### src/rtl/shell_pkg.sv
// Shared types and constants for the shell command decoder: FSM states, TX string
// selectors, ASCII bytes and the string ROM lookup helpers.
package shell_pkg;

  typedef enum logic [2:0] {
    StIdle,
    StHaveCmd,
    StFire,
    StWaitShell,
    StSend,
    StEcho
  } state_e;

  typedef enum logic [1:0] {
    StrOk,
    StrNak,
    StrCrlf,
    StrByte
  } str_sel_e;

  localparam logic [7:0] AsciiCr    = 8'h0D;
  localparam logic [7:0] AsciiLf    = 8'h0A;
  localparam logic [7:0] AsciiO     = 8'h4F;
  localparam logic [7:0] AsciiK     = 8'h4B;
  localparam logic [7:0] AsciiQmark = 8'h3F;

  localparam int unsigned AckLen = 4;
  localparam int unsigned NakLen = 3;

  // Index of the final byte of each string.
  function automatic logic [1:0] str_last(str_sel_e sel);
    logic [1:0] last;
    last = 2'd0;
    case (sel)
      StrOk:   last = 2'(AckLen - 1);
      StrNak:  last = 2'(NakLen - 1);
      StrCrlf: last = 2'd1;
      default: last = 2'd0;
    endcase
    return last;
  endfunction

  function automatic logic [7:0] str_byte(str_sel_e sel, logic [1:0] idx, logic [7:0] echo_byte);
    logic [7:0] b;
    b = 8'h00;
    case (sel)
      StrOk: begin
        case (idx)
          2'd0:    b = AsciiO;
          2'd1:    b = AsciiK;
          2'd2:    b = AsciiCr;
          default: b = AsciiLf;
        endcase
      end
      StrNak: begin
        case (idx)
          2'd0:    b = AsciiQmark;
          2'd1:    b = AsciiCr;
          default: b = AsciiLf;
        endcase
      end
      StrCrlf: b = (idx == 2'd0) ? AsciiCr : AsciiLf;
      default: b = echo_byte;
    endcase
    return b;
  endfunction

endpackage

### src/rtl/shell_cmd_decoder_if.sv
// UART-side byte streams of the shell command decoder (RX into the decoder, TX out of it).
interface shell_cmd_decoder_if;
  logic       rx_valid;
  logic [7:0] rx_data;
  logic       rx_ready;
  logic       tx_valid;
  logic [7:0] tx_data;
  logic       tx_ready;

  // master: the UART/host side; slave: the decoder.
  modport master (output rx_valid, rx_data, tx_ready, input rx_ready, tx_valid, tx_data);
  modport slave (input rx_valid, rx_data, tx_ready, output rx_ready, tx_valid, tx_data);
endinterface

### src/rtl/shell_tx_string.sv
// String ROM plus index/length sequencer driving a valid/ready TX byte stream.
module shell_tx_string
  import shell_pkg::*;
(
  input  logic       clk,
  input  logic       resetn,
  input  logic       start,
  input  str_sel_e   sel,
  input  logic [7:0] echo_byte,
  input  logic       tx_ready,
  output logic       tx_valid,
  output logic [7:0] tx_data,
  output logic       done
);

  str_sel_e   sel_q;
  logic [7:0] byte_q;
  logic [1:0] idx_q;
  logic [1:0] last_q;
  logic       valid_q;
  logic [7:0] data_q;

  always_ff @(posedge clk) begin
    if (!resetn) begin
      sel_q   <= StrOk;
      byte_q  <= 8'h00;
      idx_q   <= 2'd0;
      last_q  <= 2'd0;
      valid_q <= 1'b0;
      data_q  <= 8'h00;
    end else if (start) begin
      sel_q   <= sel;
      byte_q  <= echo_byte;
      idx_q   <= 2'd0;
      last_q  <= str_last(sel);
      valid_q <= 1'b1;
      data_q  <= str_byte(sel, 2'd0, echo_byte);
    end else if (valid_q && tx_ready) begin
      if (idx_q == last_q) begin
        valid_q <= 1'b0;
        data_q  <= 8'h00;
      end else begin
        idx_q  <= idx_q + 2'd1;
        data_q <= str_byte(sel_q, idx_q + 2'd1, byte_q);
      end
    end
  end

  assign tx_valid = valid_q;
  assign tx_data  = data_q;
  assign done     = valid_q && tx_ready && (idx_q == last_q);

endmodule

### src/rtl/shell_cmd_decoder.sv
// Shell command decoder: turns single-char RX commands into mode switch/restore pulses and
// ACK/NAK strings; sniffs for an escape burst in app mode. Echo enabled by SHELL_ECHO_EN.
module shell_cmd_decoder
  import shell_pkg::*;
#(
  parameter logic [7:0]  CMD_RUN   = 8'h72,
  parameter logic [7:0]  CMD_SHELL = 8'h73,
  parameter logic [7:0]  ESC_CHAR  = 8'h03,
  parameter int unsigned ESC_COUNT = 3
) (
  input  logic                clk,
  input  logic                resetn,
  shell_cmd_decoder_if.slave  bus,
  input  logic                app_mode,
  output logic                shell_mode_switch,
  output logic                shell_mode_restore,
  output logic                cmd_error
);

  state_e     state_q;
  logic [7:0] cmd_q;
  logic       malformed_q;
  logic [3:0] esc_cnt_q;
  logic       rx_ready_q;
  logic       switch_q;
  logic       restore_q;
  logic       error_q;
`ifdef SHELL_ECHO_EN
  logic       chain_q;
  str_sel_e   pend_sel_q;
`endif

  logic       rx_fire;
  logic       rx_term;
  logic       cmd_ok;
  logic       str_start;
  str_sel_e   str_sel;
  logic [7:0] echo_byte;
  logic       tx_done;
  logic       send_last;
  logic       tx_valid_w;
  logic [7:0] tx_data_w;

  assign rx_fire = bus.rx_valid && rx_ready_q;
  assign rx_term = (bus.rx_data == AsciiCr) || (bus.rx_data == AsciiLf);
  assign cmd_ok  = !malformed_q && ((cmd_q == CMD_RUN) || (cmd_q == CMD_SHELL));

`ifdef SHELL_ECHO_EN
  // The CR/LF echo precedes the ACK/NAK, so SEND only ends after the chained string.
  assign send_last = tx_done && !chain_q;
`else
  assign send_last = tx_done;
`endif

  always_comb begin
    str_start = 1'b0;
    str_sel   = StrOk;
    echo_byte = 8'h00;
    case (state_q)
      StFire: begin
        str_start = 1'b1;
`ifdef SHELL_ECHO_EN
        str_sel = StrCrlf;
`else
        str_sel = cmd_ok ? StrOk : StrNak;
`endif
      end
      StWaitShell: str_start = !app_mode;
`ifdef SHELL_ECHO_EN
      StIdle, StHaveCmd: begin
        if (rx_fire && !rx_term && (state_q == StHaveCmd || !app_mode)) begin
          str_start = 1'b1;
          str_sel   = StrByte;
          echo_byte = bus.rx_data;
        end
      end
      StSend: begin
        if (tx_done && chain_q) begin
          str_start = 1'b1;
          str_sel   = pend_sel_q;
        end
      end
`endif
      default: ;
    endcase
  end

  always_ff @(posedge clk) begin
    if (!resetn) begin
      state_q     <= StIdle;
      cmd_q       <= 8'h00;
      malformed_q <= 1'b0;
      esc_cnt_q   <= 4'd0;
      rx_ready_q  <= 1'b0;
      switch_q    <= 1'b0;
      restore_q   <= 1'b0;
      error_q     <= 1'b0;
`ifdef SHELL_ECHO_EN
      chain_q     <= 1'b0;
      pend_sel_q  <= StrOk;
`endif
    end else begin
      switch_q  <= 1'b0;
      restore_q <= 1'b0;
      error_q   <= 1'b0;
      case (state_q)
        StIdle: begin
          rx_ready_q <= 1'b1;
          if (app_mode) begin
            if (rx_fire) begin
              if (bus.rx_data == ESC_CHAR) begin
                if (esc_cnt_q + 4'd1 == 4'(ESC_COUNT)) begin
                  restore_q  <= 1'b1;
                  esc_cnt_q  <= 4'd0;
                  rx_ready_q <= 1'b0;
                  state_q    <= StWaitShell;
                end else begin
                  esc_cnt_q <= esc_cnt_q + 4'd1;
                end
              end else begin
                esc_cnt_q <= 4'd0;
              end
            end
          end else begin
            esc_cnt_q <= 4'd0;
            if (rx_fire && !rx_term) begin
              cmd_q <= bus.rx_data;
`ifdef SHELL_ECHO_EN
              rx_ready_q <= 1'b0;
              state_q    <= StEcho;
`else
              state_q    <= StHaveCmd;
`endif
            end
          end
        end
        StHaveCmd: begin
          if (rx_fire) begin
            if (rx_term) begin
              rx_ready_q <= 1'b0;
              state_q    <= StFire;
              if (cmd_ok && cmd_q == CMD_RUN) begin
                switch_q <= 1'b1;
              end else if (cmd_ok) begin
                restore_q <= 1'b1;
              end else begin
                error_q <= 1'b1;
              end
            end else begin
              malformed_q <= 1'b1;
`ifdef SHELL_ECHO_EN
              rx_ready_q  <= 1'b0;
              state_q     <= StEcho;
`endif
            end
          end
        end
        StFire: begin
          state_q <= StSend;
`ifdef SHELL_ECHO_EN
          chain_q    <= 1'b1;
          pend_sel_q <= cmd_ok ? StrOk : StrNak;
`endif
        end
        StSend: begin
`ifdef SHELL_ECHO_EN
          if (tx_done) chain_q <= 1'b0;
`endif
          if (send_last) begin
            cmd_q       <= 8'h00;
            malformed_q <= 1'b0;
            rx_ready_q  <= 1'b1;
            state_q     <= StIdle;
          end
        end
        StWaitShell: begin
          if (!app_mode) state_q <= StSend;
        end
`ifdef SHELL_ECHO_EN
        StEcho: begin
          if (tx_done) begin
            rx_ready_q <= 1'b1;
            state_q    <= StHaveCmd;
          end
        end
`endif
        default: state_q <= StIdle;
      endcase
    end
  end

  shell_tx_string u_tx_string (
    .clk       (clk),
    .resetn    (resetn),
    .start     (str_start),
    .sel       (str_sel),
    .echo_byte (echo_byte),
    .tx_ready  (bus.tx_ready),
    .tx_valid  (tx_valid_w),
    .tx_data   (tx_data_w),
    .done      (tx_done)
  );

  assign bus.rx_ready       = rx_ready_q;
  assign bus.tx_valid       = tx_valid_w;
  assign bus.tx_data        = tx_data_w;
  assign shell_mode_switch  = switch_q;
  assign shell_mode_restore = restore_q;
  assign cmd_error          = error_q;

endmodule

### src/flat_wrapper.sv
// flat-port wrapper written by rule: the top's interface ports become plain ports
module shell_cmd_decoder_flat import shell_pkg::*;
#(
  parameter logic [7:0]  CMD_RUN   = 8'h72,
  parameter logic [7:0]  CMD_SHELL = 8'h73,
  parameter logic [7:0]  ESC_CHAR  = 8'h03,
  parameter int unsigned ESC_COUNT = 3
)
  (clk, resetn, app_mode, shell_mode_switch, shell_mode_restore, cmd_error, bus_rx_valid, bus_rx_data, bus_tx_ready, bus_rx_ready, bus_tx_valid, bus_tx_data);
  shell_cmd_decoder_if bus_i ();
  input  logic clk;
  input  logic resetn;
  input  logic app_mode;
  output logic shell_mode_switch;
  output logic shell_mode_restore;
  output logic cmd_error;
  input wire logic [$bits(bus_i.rx_valid)-1:0] bus_rx_valid;
  input wire logic [$bits(bus_i.rx_data)-1:0] bus_rx_data;
  input wire logic [$bits(bus_i.tx_ready)-1:0] bus_tx_ready;
  output wire logic [$bits(bus_i.rx_ready)-1:0] bus_rx_ready;
  output wire logic [$bits(bus_i.tx_valid)-1:0] bus_tx_valid;
  output wire logic [$bits(bus_i.tx_data)-1:0] bus_tx_data;
  assign bus_i.rx_valid = bus_rx_valid;
  assign bus_i.rx_data = bus_rx_data;
  assign bus_i.tx_ready = bus_tx_ready;
  assign bus_rx_ready = bus_i.rx_ready;
  assign bus_tx_valid = bus_i.tx_valid;
  assign bus_tx_data = bus_i.tx_data;
  shell_cmd_decoder #(.CMD_RUN(CMD_RUN), .CMD_SHELL(CMD_SHELL), .ESC_CHAR(ESC_CHAR), .ESC_COUNT(ESC_COUNT)) u_core (.clk(clk), .resetn(resetn), .bus(bus_i), .app_mode(app_mode), .shell_mode_switch(shell_mode_switch), .shell_mode_restore(shell_mode_restore), .cmd_error(cmd_error));
endmodule
### config.mk
export PLATFORM = sky130hd
export DESIGN_NAME = shell_cmd_decoder_flat
export DESIGN_NICKNAME = d
export VERILOG_FILES = /design/src/rtl/shell_pkg.sv /design/src/rtl/shell_cmd_decoder_if.sv /design/src/rtl/shell_tx_string.sv /design/src/rtl/shell_cmd_decoder.sv /design/src/flat_wrapper.sv
export SDC_FILE = /design/constraint.sdc
export NUM_CORES = 1
export LEC_CHECK = 0
export ABC_AREA = 1
export BUFFER_PORTS_ARGS = -buffer_cell sky130_fd_sc_hd__buf_2
export CORE_MARGIN = 1
export CORE_UTILIZATION = 45
export CTS_CLUSTER_SIZE = 30
export DETAILED_ROUTE_END_ITERATION = 6
export HOLD_SLACK_MARGIN = 0.03
export PLACE_DENSITY = 0.69
export SLEW_MARGIN = 20
export SYNTH_ARGS = -nofsm -noshare
export SYNTH_HDL_FRONTEND = slang
export SYNTH_HIERARCHICAL = 1
export SYNTH_SLANG_ARGS = --single-unit
### constraint.sdc
create_clock -name clk -period 4.61 [get_ports clk]
set_input_delay 0.922 -clock clk [delete_from_list [all_inputs] [get_ports clk]]
set_output_delay 0.922 -clock clk [all_outputs]
set_load 0.01 [all_outputs]
==> summary.txt, run 1 <==
Outcome
  – Status: finished clean

Synth
  – Post-Syn Instances: about 340
  – Dominant synthesized flop cell: dfxtp_1
  – Simple-Gate Fraction of Synth Area: 0.374
  – Most frequent cell after synthesis: nand2_1
  – Yosys reg bits: 43
  – Unique masters post-synth: 36
  – Synth top area cells: dfxtp_1 36%, nand2_1 12%, nor2_1 6.8%
  – EDFF count, synth: 0
  – Adder-Cell Fraction of Synth Area: 0.0317
  – Synth async-reset ratio: 0
  – Ys Warns: 6
  – Cell area after synthesis: about 0.0024 mm2
  – Main combinational cell family by area after synthesis: simple AND/OR/NAND/NOR gates
  – Yosys top cell area share: 0.363
  – Avg Inst Size Synth: 6.95 um2
  – Yosys top cell by area: dfxtp_1
  – Post-synthesis xor/xnor area fraction: 0
  – Compound-cell area share of the yosys netlist: 0.143
  – Post-synth top cells: 77 x nand2_1, 43 x dfxtp_1, 43 x nor2_1, 34 x inv_1, 28 x a21oi_1
  – Mux share of post-synthesis cell area: 0
  – Register area share after synthesis: 0.363

Clocking
  – CTS resizes: 0
  – H-tree Lvls: 2
  – CTS tree: built
  – Hold_buf cts: 0
  – Clock tree sinks: 43
  – Clock network latency to the later pin of the worst-skew pair: 0.30 ns
  – Cts bufs inserted: 5
  – Root buffer cell: clkbuf_8
  – CTS clk-pin slew, worst paths: about 0.080 ns
  – Post-CTS Setup Repair Bufs: 0
  – CTS Buffer Depth: 2

Power
  – Leakage: 0.00123 uW
  – Final Power: between 1000 and 1500 uW
  – Peak VDD IR: 0.000233 V
  – Pwr Density: just over 500 mW/mm2

Cells and area
  – Synth-to-Final Area Change: 15.2%
  – Fillers: about 520
  – Nets: about 400
  – Fin cells: 451
  – Final core occ: 0.538
  – Share of cells above drive strength 1: 0.181
  – Diode count: 0

Worst setup path
  – Crit path max fanout: 16
  – Critical path arrival: around 2.3 ns
  – Worst setup EP type: flip-flop
  – Setup CP Type: in2reg
  – Startpoint Class: input port
  – Critical Path RT: 4.81 ns

Timing
  – Final Cycle Share: 0.451
  – Endpoints failing setup: 0
  – Fin crit period: 2.08 ns
  – Worst Skew: just under 0.009 ns
  – F_max: ~480 MHz
  – Slew Limit Fails: 0
  – Fin Setup TNS: 0 ns
  – RSZ-0062 raised after global routing: no
  – Final Hold Viols: 0
  – Worst-Margin Slew: roughly 0.65 ns
  – Rel. slew slack: 0.563

Floorplan
  – Row Count: 26
  – IO Pins: 26
  – Die Span Y: 74.6 um
  – Core area: a little over 0.005 mm2
  – Die ar.: between 0.005 and 0.006 mm2
  – Starting density of the core: 0.467
  – DIE WIDTH: approximately 75 um

Routing
  – Wire per inst: approximately 11 um
  – Final WL: between 5 and 6 mm
  – Drt first pass iters: 4
  – Initial DRC Count: roughly 190
  – Via density: approximately 5
  – Via Count: 2204
  – DRC errors left: 0
  – Routed Antenna Nets: 0

Placed design
  – # port buffers: 25
  – Detailed Place HPWL: 3.90 mm
  – Dpl cells: ~440
  – GPL Wtd Cong: 0.846

Global route
  – Number of global-route vias before repair: approximately 1900
  – Pin count of the biggest net entering global routing: 19
  – First-pass GRT wire length: approximately 8.6 mm
  – Total global routing overflow: 0
  – Initial antenna violation count: 0
  – All-Layer GR Usage: 0.202

Hold path
  – HP Class: reg2reg

Run
  – Max cap viols: 0
[cell families (layout without fill, tap and decap cells)]
family / count (synthesis) / in the layout
fa+ha+maj: 6 / 6
buf+inv: 50 / 78
simple gates: 179 / 179
flops: 43 / 43
other cells: 1 / 13
compound gates: 62 / 62
[path summary, 6_finish.rpt]
check	start	endpoint	slack (ns)	depth (start not counted)
worst max register to register	u_core/state_q[1]$_SDFFE_PN0P_	u_core/u_tx_string/tx_data[3]$_SDFFE_PN0P_	2.71	9
worst max-delay path	app_mode	u_core/u_tx_string/tx_data[3]$_SDFFE_PN0P_	2.53	10
worst min register to register	u_core/cmd_q[6]$_SDFFE_PN0P_	u_core/cmd_q[6]$_SDFFE_PN0P_	0.47	2
worst min-delay path	u_core/cmd_q[6]$_SDFFE_PN0P_	u_core/cmd_q[6]$_SDFFE_PN0P_	0.47	2
[routing by layer]
layer / part of all wire / global-route usage
met2: 0.43 / 0.292
met4: 0.0070 / 0.0629
met1: 0.53 / 0.302
met5: 0 / 0
met3: 0.035 / 0.0339
[final cells by class]
class	instances	area, um2	area share
Tap cell	70	87.6	0.0321
Clock inverter	2	60.1	0.0220
Clock buffer	6	72.6	0.0266
Multi-Input combinational cell	260	1350	0.494
Inverter	45	174	0.0637
Sequential cell	43	861	0.315
Timing Repair Buffer	25	125	0.0459
[cells in the final DEF (no fill, tap or decap), drive strengths merged]
cell type,Yosys,final
dfxtp,43,43
ha,6,6
nand3b,2,2
o21bai,1,1
a211oi,1,1
o21ai,22,22
o22ai,5,5
buf,4,25
nand3,18,18
nand4,13,13
nor2,52,52
bufinv,0,2
a21oi,30,30
clkbuf,1,6
nand2,86,86
nor3,5,5
or2,3,3
o21a,1,1
a31oi,1,1
o211ai,1,1
inv,45,45
conb,1,13
[worst max-delay path: stages]
cell and delay (ns):
buf_2 0.10, inv_2 0.15, o21bai_1 0.10, inv_1 0.33, inv_4 0.18, nand2_4 0.15, inv_4 0.06, nand2_1 0.05
nand2_1 0.04, o21a_1 0.18
[report_power, final]
part / internal [uW] / leakage, uW / switching [uW]
clock: 217 / 0.0000654 / 132
combinational: 179 / 0.000810 / 357
sequential: 457 / 0.000350 / 61.6
[stage by stage]
| step | setup WS [ns] | hold slack, ns | instance area, um2 |
|---|---|---|---|
| after floorplan | 2.71 | 0.431 | 2410 |
| after global placement | 2.29 | 0.452 | 2600 |
| after detailed placement | 2.24 | 0.460 | 2600 |
| after CTS | 2.55 | 0.471 | 2730 |
| after global routing | 2.40 | 0.492 | 2730 |
| final | 2.53 | 0.469 | 2730 |
[flip-flops by register name, indices dropped and copies added (netlist names)]
name                         cells
u_core/cmd_error                 1
u_core/malformed_q               1
u_core/esc_cnt_q                 4
u_core/u_tx_string/byte_q        8
u_core/shell_mode_switch         1
u_core/cmd_q                     8
u_core/u_tx_string/last_q        2
u_core/u_tx_string/tx_valid      1
u_core/u_tx_string/idx_q         2
u_core/bus.rx_ready              1
u_core/u_tx_string/sel_q         2
u_core/shell_mode_restore        1
u_core/u_tx_string/tx_data       8
u_core/state_q                   3
(Power assumes the default switching activity.)
==> inputs of run 2 (changes only) <==
==> constraint.sdc (replaced) <==
create_clock -name clk -period 2.01 [get_ports clk]
set_input_delay 0.402 -clock clk [delete_from_list [all_inputs] [get_ports clk]]
set_output_delay 0.402 -clock clk [all_outputs]
set_load 0.01 [all_outputs]
==> run 2 against run 1 <==
Compared with the run above:
- via count grew 0.18%
- clock-buffer cell count grew 2
- combinational power up 130%
==> summary.txt, run 2 (synthesis results as in run 1) <==
Cells and area
  – Nets: 402 (+0.75%)
  – Multi-input gate area: 0.00135 mm2 (unchanged)
  – Fillers: 500 (-4.0%)
  – Most common cell after layout, fill and taps aside: nand2_1
  – Share of cells above drive strength 1: 0.188 (+0.00640)
  – Diode count: 0 (unchanged)
  – FF+latch area: 861 um2 (unchanged)
  – Synth-to-Final Area Change: 14.8%
  – Most frequent cells in the layout: 77 x nand2_1, 43 x nor2_1, 43 x dfxtp_1, 34 x inv_1, 28 x a21oi_1

Clocking
  – Cts bufs inserted: 5 (unchanged)
  – CTS resizes: 0 (unchanged)
  – Root buffer cell: clkbuf_8
  – Clock tree sinks: 43 (unchanged)
  – CTS tree: built
  – Post-CTS Setup Repair Bufs: 0 (unchanged)
  – CTS Buffer Depth: 2 (unchanged)
  – Clock network latency to the later pin of the worst-skew pair: 0.30 ns (about the same)
  – CTS clk-pin slew, worst paths: 0.08 ns (about the same)
  – Hold_buf cts: 0 (unchanged)
  – H-tree Lvls: 2 (unchanged)

Global route
  – First-pass GRT wire length: 8.65 mm (+0.39%)
  – All-Layer GR Usage: 0.204 (+0.00204)
  – Initial antenna violation count: 0 (unchanged)
  – Pin count of the biggest net entering global routing: 17 (-2)
  – Number of global-route vias before repair: 1951 (+3.6%)
  – Total global routing overflow: 0 (unchanged)

Power
  – Logic pwr share: 0.412 (+0.030)
  – Power Internal: 1780 uW (+110%)
  – Net Sw Power: 1250 uW (+130%)
  – Final Power: 3040 uW (+120%)
  – Pwr Density: 1120 mW/mm2 (+120%)
  – Leakage: 0.00123 uW (about the same)
  – Sw frac: 0.413 (+0.0206)
  – Peak VDD IR: 0.000561 V (+140%)
  – Sequential share of power: 0.390 (+0.020)
  – Clock Power Share: 0.198 (-0.050)

Worst setup path
  – Crit path max-delay family: simple AND/OR/NAND/NOR gates
  – WP depth: 11 (+1)
  – Bufs and invs on worst path: 2 (-3)
  – R2r worst-path depth: 11 (+2)
  – Crit path max fanout: 9 (-7)
  – Critical path arrival: 1.94 ns (-0.34 ns)
  – Setup CP Type: reg2reg
  – CP max stage delay: 0.44 ns (+0.11 ns)
  – CP dominant cell by count: nand2_1
  – Worst setup EP type: flip-flop
  – Startpoint Class: flip-flop
  – Critical-path cell list: inv_2, nand2_1, nand2_1, nand2_4, nor2_1, nand3b_2, o21ai_2, inv_2, nand2_4, nand2_1, a21oi_1
  – Critical Path RT: 2.23 ns (-2.58 ns)
  – CP max-delay cell: dfxtp_1

Timing
  – WHS: 0.397 ns (-0.0726 ns)
  – Rel. slew slack: 0.600 (+0.0379)
  – Fin Setup TNS: 0 ns (unchanged)
  – Worst Skew: 0.00646 ns (-0.00238 ns)
  – Fin crit period: 1.72 ns
  – Slew Limit Fails: 0 (unchanged)
  – RSZ-0062 raised after global routing: no
  – Final Hold Viols: 0 (unchanged)
  – Final Cycle Share: 0.855
  – Endpoints failing setup: 0 (unchanged)
  – F_max: between 500 and 600 MHz
  – Worst-Margin Slew: 0.595 ns (-0.0563 ns)

Floorplan
  – IO Pins: 26 (unchanged)
  – Starting density of the core: 0.467 (unchanged)
  – Die ar.: 0.00556 mm2 (unchanged)
  – DIE WIDTH: 74.6 um (unchanged)
  – Die Span Y: 74.6 um (unchanged)
  – Core area: 0.00507 mm2 (unchanged)
  – Row Count: 26 (unchanged)

Routing
  – Final WL: 5.17 mm (+0.14%)
  – Via density: 4.86 (-0.48%)
  – Routed Antenna Nets: 0 (unchanged)
  – Initial DRC Count: 104 (-44%)
  – Wire per inst: 11.4 um (-0.53%)
  – Drt first pass iters: 4 (unchanged)
  – Via Count: 2208 (+0.18%)
  – DRC errors left: 0 (unchanged)

Placed design
  – GPL Wtd Cong: 0.917 (+8.3%)
  – Detailed Place HPWL: 3.89 mm (-0.31%)
  – # port buffers: 25 (unchanged)

Run
  – Max cap viols: 0 (unchanged)

Hold path
  – Worst Hold Depth: 3 (+1)
  – HP Class: in2reg

Outcome
  – Status: finished clean
run 2: final cells by class:
| class | count | share of cell area |
|---|---|---|
| Tap cell | 70 | 0.0322 |
| Sequential cell | 43 | 0.317 |
| Inverter | 45 | 0.0640 |
| Clock buffer | 8 | 0.0368 |
| Timing Repair Buffer | 28 | 0.0543 |
| Multi-Input combinational cell | 260 | 0.496 |
run 2: power by group through the flow:
stage / clock (uW) / sequential (uW) / combinational [uW]
after floorplan: 0 / 1220 / 922
after global placement: 0 / 1200 / 1230
after detailed placement: 0 / 1200 / 1240
after CTS: 624 / 1180 / 1240
after global routing: 653 / 1210 / 1410
final: 601 / 1180 / 1250
run 2: worst reg2reg max path, delay by kind of cell, from the launching register on:
kind                   cells  cell delay (ns)
buffers and inverters      2             0.19
AOI/OAI and AO/OA          2             0.24
DFF                        1             0.44
and+or+nand+nor            7             0.78
run 2: path summary, 6_finish.rpt:
check,slack [ns],start,end
max,0.29,u_core/u_tx_string/idx_q[0]$_SDFFE_PP0P_,u_core/cmd_q[3]$_SDFFE_PN0P_
min,0.40,bus_rx_data[4],u_core/cmd_q[4]$_SDFFE_PN0P_
max reg2reg,0.29,u_core/u_tx_string/idx_q[0]$_SDFFE_PP0P_,u_core/cmd_q[3]$_SDFFE_PN0P_
min reg2reg,0.47,u_core/cmd_q[4]$_SDFFE_PN0P_,u_core/cmd_q[4]$_SDFFE_PN0P_
run 2: metrics by stage:
stage,area (um2),util,instances,setup WS [ns]
after global routing,2720,0.536,454,0.110
after detailed placement,2620,0.516,446,0.322
after floorplan,2410,-,353,0.546
after global placement,2620,0.516,446,0.350
after CTS,2720,0.536,454,0.303
final,2720,0.536,454,0.292
run 2: metal layers:
layer / routed length, um / track usage / vias up
li1: - / - / 1185
met1: 2640 / 0.287 / 970
met2: 2220 / 0.299 / 47
met3: 226 / 0.0393 / 6
met4: 80 / 0.0922 / 0
met5: 0 / 0 / -
==> inputs of run 3 (changes only) <==
--- a/config.mk
+++ b/config.mk
@@ -8,11 +8,11 @@
 export ABC_AREA = 1
 export BUFFER_PORTS_ARGS = -buffer_cell sky130_fd_sc_hd__buf_2
 export CORE_MARGIN = 1
-export CORE_UTILIZATION = 45
+export CORE_UTILIZATION = 55
 export CTS_CLUSTER_SIZE = 30
 export DETAILED_ROUTE_END_ITERATION = 6
 export HOLD_SLACK_MARGIN = 0.03
-export PLACE_DENSITY = 0.69
+export PLACE_DENSITY = 0.81
 export SLEW_MARGIN = 20
 export SYNTH_ARGS = -nofsm -noshare
 export SYNTH_HDL_FRONTEND = slang
==> run 3 against run 2 <==
Compared with the run above:
- power fell by 1.7%
- first-iteration DRC count rose by 110%
- wire length rose by 1.1%
==> summary.txt, run 3 (synthesis results as in run 1) <==
Cells and area
  – Finished Cell Area: 0.00268 mm2 (-1.5%)
  – Fillers: 388 (-22%)
  – Final core occ: 0.660 (+0.124)
  – Share of cells above drive strength 1: 0.188 (unchanged)
  – Most common cell after layout, fill and taps aside: nand2_1
  – Most frequent cells in the layout: 77 x nand2_1, 43 x nor2_1, 43 x dfxtp_1, 34 x inv_1, 28 x a21oi_1
  – Synth-to-Final Area Change: 13.1%
  – Diode count: 0 (unchanged)
  – Nets: 402 (unchanged)

Timing
  – Rel. slew slack: 0.539 (-0.0616)
  – F_max: 560 MHz (-3.8%)
  – Final Cycle Share: 0.888 (+0.0338)
  – RSZ-0062 raised after global routing: no
  – Final Hold Viols: 0 (unchanged)
  – Worst Skew: 0.00802 ns (+0.00155 ns)
  – Endpoints failing setup: 0 (unchanged)
  – Fin Setup TNS: 0 ns (unchanged)
  – Worst-Margin Slew: 0.687 ns (+0.0917 ns)
  – Worst Slack Setup Final: 0.224 ns (-0.0679 ns)
  – Fin crit period: 1.79 ns (+0.0679 ns)
  – Slew Limit Fails: 0 (unchanged)

Global route
  – All-Layer GR Usage: 0.251 (+0.0471)
  – Number of global-route vias before repair: 1873 (-4.0%)
  – Total global routing overflow: 0 (unchanged)
  – First-pass GRT wire length: 8.58 mm (-0.88%)
  – Initial antenna violation count: 0 (unchanged)
  – Pin count of the biggest net entering global routing: 17 (unchanged)

Worst setup path
  – Worst setup EP type: flip-flop
  – Crit path max fanout: 6 (-3)
  – Setup CP Type: reg2reg
  – CP startpoint: u_core/state_q[1]$_SDFFE_PN0P_
  – Reg-to-reg slack, setup: 0.22 ns (-0.07 ns)
  – Critical path arrival: 1.97 ns (+0.03 ns)
  – Critical Path RT: 2.19 ns (-0.04 ns)
  – CP endpoint: u_core/u_tx_string/tx_data[6]$_SDFFE_PN0P_
  – Startpoint Class: flip-flop
  – R2R Path Start: u_core/state_q[1]$_SDFFE_PN0P_
  – RR Endpoint: u_core/u_tx_string/tx_data[6]$_SDFFE_PN0P_
  – R2r worst-path depth: 7 (-4)

Power
  – Peak VDD IR: 0.000804 V (+43%)
  – Final Power: 2980 uW (-1.7%)
  – Pwr Density: 1110 mW/mm2 (-0.25%)
  – Leakage: 0.00122 uW (-0.84%)

Placed design
  – # port buffers: 25 (unchanged)
  – Placed Area: 0.00259 mm2 (-0.96%)
  – Detailed Place HPWL: 3.93 mm (+1.0%)
  – GPL Wtd Cong: 0.871 (-5.0%)
  – Place WS: 0.292 ns (-0.0296 ns)

Floorplan
  – Starting density of the core: 0.584 (+0.117)
  – Die Span Y: 67.6 um (-9.3%)
  – Die ar.: 0.00457 mm2 (-18%)
  – IO Pins: 26 (unchanged)
  – Row Count: 23 (-12%)
  – DIE WIDTH: 67.6 um (-9.3%)
  – Core area: 0.00406 mm2 (-20%)

Clocking
  – H-tree Lvls: 2 (unchanged)
  – Clock tree sinks: 43 (unchanged)
  – Root buffer cell: clkbuf_8
  – CTS resizes: 0 (unchanged)
  – Clock network latency to the later pin of the worst-skew pair: 0.29 ns (about the same)
  – CTS tree: built
  – CTS Buffer Depth: 2 (unchanged)
  – Cts bufs inserted: 5 (unchanged)
  – CTS clk-pin slew, worst paths: 0.08 ns (about the same)
  – Post-CTS Setup Repair Bufs: 0 (unchanged)
  – Hold_buf cts: 0 (unchanged)

Routing
  – Via density: 5.18 (+6.5%)
  – Initial DRC Count: 223 (+110%)
  – Wire per inst: 12.0 um (+5.8%)
  – Drt first pass iters: 4 (unchanged)
  – Final WL: 5.23 mm (+1.1%)
  – Via Count: 2247 (+1.8%)
  – DRC errors left: 0 (unchanged)
  – Routed Antenna Nets: 0 (unchanged)

Outcome
  – Status: finished clean

Run
  – Max cap viols: 0 (unchanged)

Hold path
  – HP Class: in2reg
run 3: changes by cell type in the layout (fill, tap and decap cells not counted):
cell | previous run | this run
clkbuf_8 | 7 | 5
clkinv_2 | 0 | 1
clkinvlp_4 | 0 | 1
run 3: per-layer routing:
metal | wire length (um) | GRT usage
met1 | 2650 | 0.373
met2 | 2220 | 0.356
met4 | 65 | 0.0878
met3 | 292 | 0.0422
met5 | 0 | 0
run 3: critical path: stages, from the launching register on:
cell	delay (ns)
dfxtp_1	0.49
nand2_1	0.14
nor3_1	0.59
inv_1	0.15
nand2_1	0.11
nand2_1	0.05
nand2_1	0.07
a21oi_1	0.07
run 3: area by class of cell:
cell class / instances / area, um2 / area share
tap: 50 / 62.6 / 0.0234
clock buffer: 6 / 72.6 / 0.0271
multi-input combinational: 260 / 1350 / 0.504
timing repair buffer: 28 / 148 / 0.0551
clock inverter: 2 / 12.5 / 0.00467
sequential: 43 / 861 / 0.321
inverter: 45 / 174 / 0.0649
run 3: per-stage QoR:
| step | cells | hold WS (ns) |
|---|---|---|
| after floorplan | 353 | 0.431 |
| after global placement | 426 | 0.451 |
| after detailed placement | 426 | 0.457 |
| after CTS | 434 | 0.388 |
| after global routing | 434 | 0.402 |
| final | 434 | 0.397 |
run 3: where the power goes:
group | switching (uW) | leakage, uW | internal (uW)
Combinational | 829 | 0.000825 | 420
Sequential | 148 | 0.000350 | 1050
Clock | 296 | 0.0000412 | 243
run 3: worst min path at each step:
stage | endpoint | depth (start not counted) | slack [ns] | from
after floorplan | u_core/shell_mode_switch$_SDFF_PP0_ | 1 | 0.43 | u_core/cmd_q[0]$_SDFFE_PN0P_
after global placement | u_core/cmd_q[6]$_SDFFE_PN0P_ | 2 | 0.45 | u_core/cmd_q[6]$_SDFFE_PN0P_
after detailed placement | u_core/cmd_q[3]$_SDFFE_PN0P_ | 2 | 0.46 | u_core/cmd_q[3]$_SDFFE_PN0P_
after CTS | u_core/cmd_q[7]$_SDFFE_PN0P_ | 3 | 0.39 | bus_rx_data[7]
after global routing | u_core/cmd_q[7]$_SDFFE_PN0P_ | 3 | 0.40 | bus_rx_data[7]
final | u_core/u_tx_string/last_q[0]$_SDFFE_PN0P_ | 3 | 0.40 | resetn
